--- config.mk ---
export PLATFORM = sky130hd
export DESIGN_NAME = adder_arbiter_flat
export DESIGN_NICKNAME = d
export VERILOG_FILES = /design/src/rtl/adder_arbiter_if.sv /design/src/rtl/adder32.sv /design/src/rtl/adder_arbiter.sv /design/src/flat_wrapper.sv
export SDC_FILE = /design/constraint.sdc
export NUM_CORES = 1
export LEC_CHECK = 0
export CORE_ASPECT_RATIO = 0.9
export CORE_MARGIN = 4
export CORE_UTILIZATION = 45
export CTS_BUF_LIST = sky130_fd_sc_hd__clkbuf_16
export DETAILED_ROUTE_END_ITERATION = 8
export PLACE_DENSITY = 0.74
export SYNTH_ARGS = -nofsm -noshare
export SYNTH_HDL_FRONTEND = slang
export SYNTH_HIERARCHICAL = 1
export SYNTH_SLANG_ARGS = --single-unit
--- constraint.sdc ---
create_clock -name clk -period 4.3 [get_ports clk]
set_input_delay 0.43 -clock clk [delete_from_list [all_inputs] [get_ports clk]]
set_output_delay 0.43 -clock clk [all_outputs]
set_load 0.005 [all_outputs]
--- src/rtl/adder_arbiter_if.sv ---
// Request/response bundle for adder_arbiter: two requester ports sharing one
// result bus.
interface adder_arbiter_if;
  logic        req0_valid;
  logic        req1_valid;
  logic        req0_ready;
  logic        req1_ready;
  logic [31:0] req0_a;
  logic [31:0] req0_b;
  logic [31:0] req1_a;
  logic [31:0] req1_b;
  logic        req0_sub;
  logic        req1_sub;
  logic        rsp0_valid;
  logic        rsp1_valid;
  logic [31:0] rsp_data;
  logic        busy;

  modport master (
    output req0_valid, req1_valid, req0_a, req0_b, req1_a, req1_b, req0_sub, req1_sub,
    input  req0_ready, req1_ready, rsp0_valid, rsp1_valid, rsp_data, busy
  );

  modport slave (
    input  req0_valid, req1_valid, req0_a, req0_b, req1_a, req1_b, req0_sub, req1_sub,
    output req0_ready, req1_ready, rsp0_valid, rsp1_valid, rsp_data, busy
  );
endinterface

--- src/rtl/adder32.sv ---
// Team 32-bit adder; carry-out is not produced, so all users get modulo-2^32 sums.
module adder32 (
  input  logic [31:0] a,
  input  logic [31:0] b,
  input  logic        cin,
  output logic [31:0] sum
);
  assign sum = a + b + {31'b0, cin};
endmodule

--- src/rtl/adder_arbiter.sv ---
// Two-port arbiter in front of a single shared adder. Subtraction runs as
// a + ~b followed by +1 on the same adder, so it takes one extra pass.
module adder_arbiter #(
  parameter bit RR_EN = 1'b1
) (
  input  logic            clk,
  input  logic            rst_n,
  adder_arbiter_if.slave  bus
);

  typedef enum logic [1:0] {StIdle, StPass1, StPass2, StDone} state_e;

  state_e      state_q, state_d;
  logic [31:0] a_q, b_q, result_q;
  logic        sub_q, owner_q, prio_q;
  logic        grant, accept, ld_result;
  logic [31:0] add_a, add_b, sum;

  // prio_q names the port that wins a tie; it flips away from each accepted port.
  always_comb begin
    if (bus.req0_valid && bus.req1_valid) begin
      grant = RR_EN ? prio_q : 1'b0;
    end else begin
      grant = bus.req1_valid;
    end
    accept = (state_q == StIdle) && (bus.req0_valid || bus.req1_valid);
  end

  assign bus.req0_ready = accept && !grant;
  assign bus.req1_ready = accept && grant;
  assign bus.busy       = (state_q != StIdle);
  assign bus.rsp_data   = result_q;

  adder32 u_adder (
    .a   (add_a),
    .b   (add_b),
    .cin (1'b0),
    .sum (sum)
  );

  always_comb begin
    state_d        = state_q;
    add_a          = a_q;
    add_b          = b_q;
    ld_result      = 1'b0;
    bus.rsp0_valid = 1'b0;
    bus.rsp1_valid = 1'b0;
    unique case (state_q)
      StIdle: begin
        if (accept) state_d = StPass1;
      end
      StPass1: begin
        add_b     = sub_q ? ~b_q : b_q;
        ld_result = 1'b1;
        state_d   = sub_q ? StPass2 : StDone;
      end
      StPass2: begin
        add_a     = result_q;
        add_b     = 32'h1;
        ld_result = 1'b1;
        state_d   = StDone;
      end
      StDone: begin
        bus.rsp0_valid = !owner_q;
        bus.rsp1_valid = owner_q;
        state_d        = StIdle;
      end
      default: state_d = StIdle;
    endcase
  end

  always_ff @(posedge clk or negedge rst_n) begin
    if (!rst_n) begin
      state_q  <= StIdle;
      a_q      <= '0;
      b_q      <= '0;
      sub_q    <= 1'b0;
      owner_q  <= 1'b0;
      prio_q   <= 1'b0;
      result_q <= '0;
    end else begin
      state_q <= state_d;
      if (accept) begin
        a_q     <= grant ? bus.req1_a   : bus.req0_a;
        b_q     <= grant ? bus.req1_b   : bus.req0_b;
        sub_q   <= grant ? bus.req1_sub : bus.req0_sub;
        owner_q <= grant;
        prio_q  <= !grant;
      end
      if (ld_result) result_q <= sum;
    end
  end

endmodule
--- src/flat_wrapper.sv ---
// flat-port wrapper written by rule: the top's interface ports become plain ports
module adder_arbiter_flat 
#(
  parameter bit RR_EN = 1'b1
)
  (clk, rst_n, bus_req0_valid, bus_req1_valid, bus_req0_a, bus_req0_b, bus_req1_a, bus_req1_b, bus_req0_sub, bus_req1_sub, bus_req0_ready, bus_req1_ready, bus_rsp0_valid, bus_rsp1_valid, bus_rsp_data, bus_busy);
  adder_arbiter_if bus_i ();
  input  logic clk;
  input  logic rst_n;
  input wire logic [$bits(bus_i.req0_valid)-1:0] bus_req0_valid;
  input wire logic [$bits(bus_i.req1_valid)-1:0] bus_req1_valid;
  input wire logic [$bits(bus_i.req0_a)-1:0] bus_req0_a;
  input wire logic [$bits(bus_i.req0_b)-1:0] bus_req0_b;
  input wire logic [$bits(bus_i.req1_a)-1:0] bus_req1_a;
  input wire logic [$bits(bus_i.req1_b)-1:0] bus_req1_b;
  input wire logic [$bits(bus_i.req0_sub)-1:0] bus_req0_sub;
  input wire logic [$bits(bus_i.req1_sub)-1:0] bus_req1_sub;
  output wire logic [$bits(bus_i.req0_ready)-1:0] bus_req0_ready;
  output wire logic [$bits(bus_i.req1_ready)-1:0] bus_req1_ready;
  output wire logic [$bits(bus_i.rsp0_valid)-1:0] bus_rsp0_valid;
  output wire logic [$bits(bus_i.rsp1_valid)-1:0] bus_rsp1_valid;
  output wire logic [$bits(bus_i.rsp_data)-1:0] bus_rsp_data;
  output wire logic [$bits(bus_i.busy)-1:0] bus_busy;
  assign bus_i.req0_valid = bus_req0_valid;
  assign bus_i.req1_valid = bus_req1_valid;
  assign bus_i.req0_a = bus_req0_a;
  assign bus_i.req0_b = bus_req0_b;
  assign bus_i.req1_a = bus_req1_a;
  assign bus_i.req1_b = bus_req1_b;
  assign bus_i.req0_sub = bus_req0_sub;
  assign bus_i.req1_sub = bus_req1_sub;
  assign bus_req0_ready = bus_i.req0_ready;
  assign bus_req1_ready = bus_i.req1_ready;
  assign bus_rsp0_valid = bus_i.rsp0_valid;
  assign bus_rsp1_valid = bus_i.rsp1_valid;
  assign bus_rsp_data = bus_i.rsp_data;
  assign bus_busy = bus_i.busy;
  adder_arbiter #(.RR_EN(RR_EN)) u_core (.clk(clk), .rst_n(rst_n), .bus(bus_i));
endmodule
==> results of run 1 <==
## cells by family (layout without fill, tap and decap cells)
kind of cell,count (synthesis),count (layout),share of synthesized area
AOI/OAI and AO/OA,182,182,0.203
other,1,1,0.000530
adders and majority gates,37,37,0.0675
DFF,101,101,0.357
muxes,67,67,0.106
xor gates and xnor gates,58,58,0.0717
buffers and inverters,67,207,0.0542
and+or+nand+nor,190,190,0.140
## worst register-to-register path, stage by stage, from the launching register on
cell,delay [ns]
dfrtp_1,0.40
inv_1,0.17
ha_1,0.20
buf_4,0.30
mux2_2,0.40
fa_1,0.50
a211oi_2,0.32
o211ai_2,0.14
and3_4,0.21
o311ai_1,0.52
nand2_1,0.19
xor2_1,0.17
mux2_2,0.27
## state kept, by name, indices dropped and copies added, names as in the netlist
signal / flops
u_core/sub_q: 1
u_core/bus.rsp_data: 32
u_core/state_q: 2
u_core/owner_q: 1
u_core/a_q: 32
u_core/b_q: 32
u_core/prio_q: 1
## path summary, 6_finish.rpt
check	cells past startpoint	to	from	slack [ns]
min in group clk	1	u_core/a_q[15]	u_core/a_q[15]	0.52
hold / removal	1	u_core/a_q[10]	rst_n	0.16
hold reg to reg	1	u_core/a_q[15]	u_core/a_q[15]	0.52
setup reg to reg	12	u_core/bus.rsp_data[25]	u_core/state_q[0]	0.40
max in group asynchronous	2	u_core/a_q[5]	rst_n	3.16
setup / recovery	12	u_core/bus.rsp_data[25]	u_core/state_q[0]	0.40
## layout by cell type, fill, tap and decap left out, types with 4 or more instances in the layout
cell type / n
o21bai_1: 4
a21oi_1: 34
and2_1: 5
o21ai_0: 20
a221o_1: 67
clkbuf_16: 9
o21a_1: 5
and3_1: 69
nand4_1: 7
a211oi_1: 5
xnor2_1: 19
mux2_2: 65
nor3_1: 5
nand2_1: 34
nor2_1: 46
o211ai_1: 6
dfrtp_1: 101
a21o_1: 8
nand3_1: 9
xor2_1: 39
buf_4: 9
ha_1: 35
clkdlybuf4s50_1: 169
inv_1: 12
## through the flow
stage	instances	hold slack (ns)	utilization	instance area, µm²	setup slack [ns]
after floorplan	703	0.134	-	7080	0.758
after global placement	1029	0.487	0.570	8800	0.563
after detailed placement	1029	0.495	0.570	8800	0.466
after CTS	1045	0.189	0.588	9080	0.400
after global routing	1045	0.225	0.588	9080	0.122
final	1045	0.158	0.588	9080	0.400
## area by class of cell
cell class / instances / area [µm²]
multi-input cells: 535 / 4190
fillers: 1289 / 6360
flip-flops and latches: 101 / 2530
clock inverters: 7 / 63.8
inverters: 12 / 45.0
repair buffers: 179 / 1780
well taps: 202 / 253
clock buffers: 9 / 225
## synthesized netlist by cell type (all sizes together), types with 2 or more instances
cell and instances:
dfrtp 101, and3 70, a221o 67, mux2 65, nor2 46, xor2 39
a21oi 38, buf 38, ha 35, nand2 34, o21ai 25, xnor2 19
clkbuf 17, inv 12, nand3 9, o211ai 9, a21o 8, a211oi 7
and2 7, nand4 7, nor3 5, o21a 5, nor2b 4, o21bai 4
a21boi 3, a31oi 3, a221oi 2, fa 2, mux2i 2, nand2b 2
nor4 2, o211a 2, or3b 2
## routing by layer
| layer | up-vias | part of all wire | GRT usage |
|---|---|---|---|
| li1 | 2930 | - | - |
| met1 | 2923 | 0.49 | 0.332 |
| met2 | 203 | 0.44 | 0.340 |
| met3 | 23 | 0.061 | 0.0453 |
| met4 | 0 | 0.014 | 0.0547 |
| met5 | - | 0 | 0 |
==> results.yml, run 1 <==
drt:
  wl_per_cell_um: 19.2
  drt-initial-drc-count: 575
  postRouteAntennaNets: 0
  drc_errors: 0
  vias: 6079
  dr.pass1.iters: 6
  via_per_inst: 5.82
  routed_wl_um: 20000
cts:
  cts_setup_buffers: 0
  postCtsResizedCells: 0
  clk_path_buf_depth: 2
  cts_hold_buf: 0
  clk_latency_ns: 0.36
  cts_sinks: 101
  cts-root-buf: "clkbuf_16"
  cts-buffers-inserted: 9
  cts_tree: "done"
  clk_pin_slew_ns: 0.07
  cts_max_level: 3
die:
  initial_core_util: 0.459
  num_rows: 43
  die_x_um: 140
  ioPinCount: 171
  core_um2: 15400
  die_h_um: 127
  die-area_um2: 17800
logic_synthesis:
  ys_seq_area_frac: 0.357
  synth_cells: 703
  syn_avg_cell_area_um2: 10.1
  synth-edff-count: 0
  netlist.area_leader.share: 0.357
  yosys-top-cells-area: "dfrtp_1 (36%), mux2_2 (10%), a221o_1 (9.5%)"
  syn_nets: 874
  ys_ff_latch: 101
  synth_cell_type_count: 58
  async_reset_ff_frac: 1.00
  yosysWarnings: 6
  synth_top_cell_by_area: "dfrtp_1"
  synth_ff_type: "dfrtp_1"
  syn_area_um2: 7080
placed_design:
  gp_congestion: 0.918
  dp_hpwl_um: 15100
  port-buffer-count: 170
flow_run:
  maxCapViolCount: 0
grt:
  grt_pass1_vias: 6091
  grt_use_total: 0.225
  grt_max_degree: 67
  antenna_found_initial: 0
  gr-total-overflow: 0
  grt_pass1_wl_um: 32400
worst_setup_path:
  cp.arrival_ns: 4.14
  crit_required_ns: 4.54
  cp_num_buf_inv: 2
  crit_path_top_delay_cell: "o311ai_1"
  path_delay_family: "compound AO/OA/AOI/OAI gates"
  path_class: "reg2reg"
  path_max_fanout: 21
  crit_top_cell: "mux2_2"
  startpoint_type: "flop"
  crit_chain: "inv_1, ha_1, buf_4, mux2_2, fa_1, a211oi_2, o211ai_2, and3_4, o311ai_1, nand2_1, xor2_1, mux2_2"
  critPathMaxStageDelay_ns: 0.52
  end_kind: "flop"
run_status:
  status: "complete, no violations"
timing:
  rsz0062_at_grt: "no"
  max_freq_mhz: 256
  hold_violations: 0
  setup_tns_ns: 0
  report.final.slew_viol_count: 0
  max-slew-margin-rel: 0.474
  tightest_slew_ns: 0.789
  fin_crit_sh: 0.907
  post-route-min-period_ns: 3.90
  fin_worst_skew_ns: 0.00738
  finalSetupViolCount: 0
final_layout:
  area_growth_syn_to_layout_pct: 28.3
  num_antenna_cells: 0
  drive_above_1_share: 0.127
  fin_nets: 1009
hold_path:
  hold_class: "in2async"
Power of run 1 is left out: the tool's default activity adds up to more than one toggle a clock period on the data nets, which glitch-free logic cannot reach.
==> run 2: changes to the inputs <==
--- a/config.mk
+++ b/config.mk
@@ -5,6 +5,7 @@
 export SDC_FILE = /design/constraint.sdc
 export NUM_CORES = 1
 export LEC_CHECK = 0
+export CAP_MARGIN = 20
 export CORE_ASPECT_RATIO = 0.9
 export CORE_MARGIN = 4
 export CORE_UTILIZATION = 45
==> results of run 2 <==
Final layout, timing and power as in run 1 (identical DEF).
Power of run 2 is left out for the same reason.
==> run 3: changes to the inputs <==
--- a/config.mk
+++ b/config.mk
@@ -7,7 +7,6 @@
 export LEC_CHECK = 0
 export CAP_MARGIN = 20
 export CORE_ASPECT_RATIO = 0.9
-export CORE_MARGIN = 4
 export CORE_UTILIZATION = 45
 export CTS_BUF_LIST = sky130_fd_sc_hd__clkbuf_16
 export DETAILED_ROUTE_END_ITERATION = 8
==> run 3 against run 2 <==
Utilization is 0.27 points higher. Fmax decreased by 1.6%. Via count increased by 1.0%. Routed wire length grew 3.4%. Sequential share of layout area about the same. Clock skew grew 0.0031 ns. Sequential cell count did not move. Cell area grew 0.11%. First-iteration DRC count rose by 20%. Register-to-register slack worse by 0.06 ns. Global-route usage is 3.9 points higher. Critical path type unchanged. Highest routed layer unchanged.
==> results.yml, run 3 (synthesis gave the netlist of run 1 again) <==
worst_setup_path:
  reg2reg_slack_ns: 0.34
  startpoint_type: "flop"
  r2r_cells: 14
  r2r-end: "u_core/bus.rsp_data[20]"
  worstSetupEndpoint: "u_core/bus.rsp_data[20]"
  crit_required_ns: 4.54
  path_class: "reg2reg"
  r2r-start: "u_core/state_q[0]"
  startpoint: "u_core/state_q[0]"
  cp.arrival_ns: 4.21
  end_kind: "flop"
  path_max_fanout: 10
timing:
  fin_crit_sh: 0.922
  report.final.slew_viol_count: 0
  tightest_slew_ns: 0.849
  fin_worst_skew_ns: 0.0104
  setup_tns_ns: 0
  timing.hold.ws_ns: 0.157
  max-slew-margin-rel: 0.432
  post-route-min-period_ns: 3.96
  hold_violations: 0
  finalSetupViolCount: 0
  max_freq_mhz: 252
  rsz0062_at_grt: "no"
cts:
  cts-root-buf: "clkbuf_16"
  cts_max_level: 3
  clk_path_buf_depth: 2
  cts_tree: "done"
  cts_sinks: 101
  cts-buffers-inserted: 9
  cts_hold_buf: 0
  cts_setup_buffers: 0
  postCtsResizedCells: 0
  clk_pin_slew_ns: 0.07
  clk_latency_ns: 0.36
grt:
  gr-total-overflow: 0
  grt_use_total: 0.264
  grt_max_degree: 68
  antenna_found_initial: 0
  grt_pass1_vias: 5922
  grt_pass1_wl_um: 32600
hold_path:
  hold_class: "in2async"
placed_design:
  dp_hpwl_um: 15700
  port-buffer-count: 170
  gp_congestion: 0.883
die:
  die-area_um2: 16200
  ioPinCount: 171
  core_um2: 15400
  num_rows: 43
  initial_core_util: 0.460
  die_h_um: 121
  die_x_um: 134
drt:
  wl_met3_um: 1140
  wl_met1_um: 10400
  drc_errors: 0
  via_per_inst: 5.87
  dr.pass1.iters: 6
  routed_wl_um: 20700
  drt-initial-drc-count: 692
  postRouteAntennaNets: 0
  vias: 6142
  wl_met2_um: 9040
  route.top_layer_used: "met4"
  wl_per_cell_um: 19.8
final_layout:
  layout_commonest_cell: "clkdlybuf4s50_1"
  num_antenna_cells: 0
  drive_above_1_share: 0.129
  multiInputGateArea_um2: 4190
  seq_area_um2: 2530
  fin_nets: 1011
  fill_cells: 1332
  area_growth_syn_to_layout_pct: 28.4
  post-route-util: 0.591
  final_cell_mix: "clkdlybuf4s50_1 (169), dfrtp_1 (101), and3_1 (69), a221o_1 (67), mux2_2 (65)"
flow_run:
  maxCapViolCount: 0
run_status:
  status: "complete, no violations"
[run 3: worst min path at each step]
stage / endpoint / slack [ns]
detailed placement: u_core/a_q[23] / 0.49
CTS: u_core/a_q[10] / 0.19
finish: u_core/a_q[10] / 0.16
global placement: u_core/owner_q / 0.49
floorplan: u_core/a_q[0] / 0.13
global route: u_core/a_q[9] / 0.23
[run 3: layout make-up]
type,count,share of cell area
repair buffers,181,0.197
multi-input cells,535,0.461
well taps,202,0.0278
clock inverters,7,0.00647
inverters,12,0.00495
clock buffers,9,0.0248
flip-flops and latches,101,0.278
[run 3: layer usage]
| layer | vias to the layer above | track usage |
|---|---|---|
| li1 | 2920 | - |
| met3 | 13 | 0.0359 |
| met5 | - | 0 |
| met2 | 224 | 0.402 |
| met1 | 2985 | 0.394 |
| met4 | 0 | 0.0625 |
[run 3: through the flow]
step                instance area [µm²]  instances  worst slack, ns
detailed placement                 8810       1031            0.383
global route                       9090       1047           0.0953
CTS                                9090       1047            0.362
finish                             9090       1047            0.336
global placement                   8810       1031            0.486
floorplan                          7080        703            0.758
[run 3: critical path, stage by stage (launching register included)]
cell and delay [ns]:
dfrtp_1 0.38, inv_1 0.11, ha_1 0.46, nand2_1 0.20, mux2i_1 0.09, a221o_1 0.32, fa_1 0.46, fa_1 0.42
a21o_1 0.20, nand3_1 0.14, a31o_2 0.23, o21ai_1 0.20, a211oi_2 0.27, xnor2_1 0.09, mux2_2 0.26
Power of run 3 is left out for the same reason.
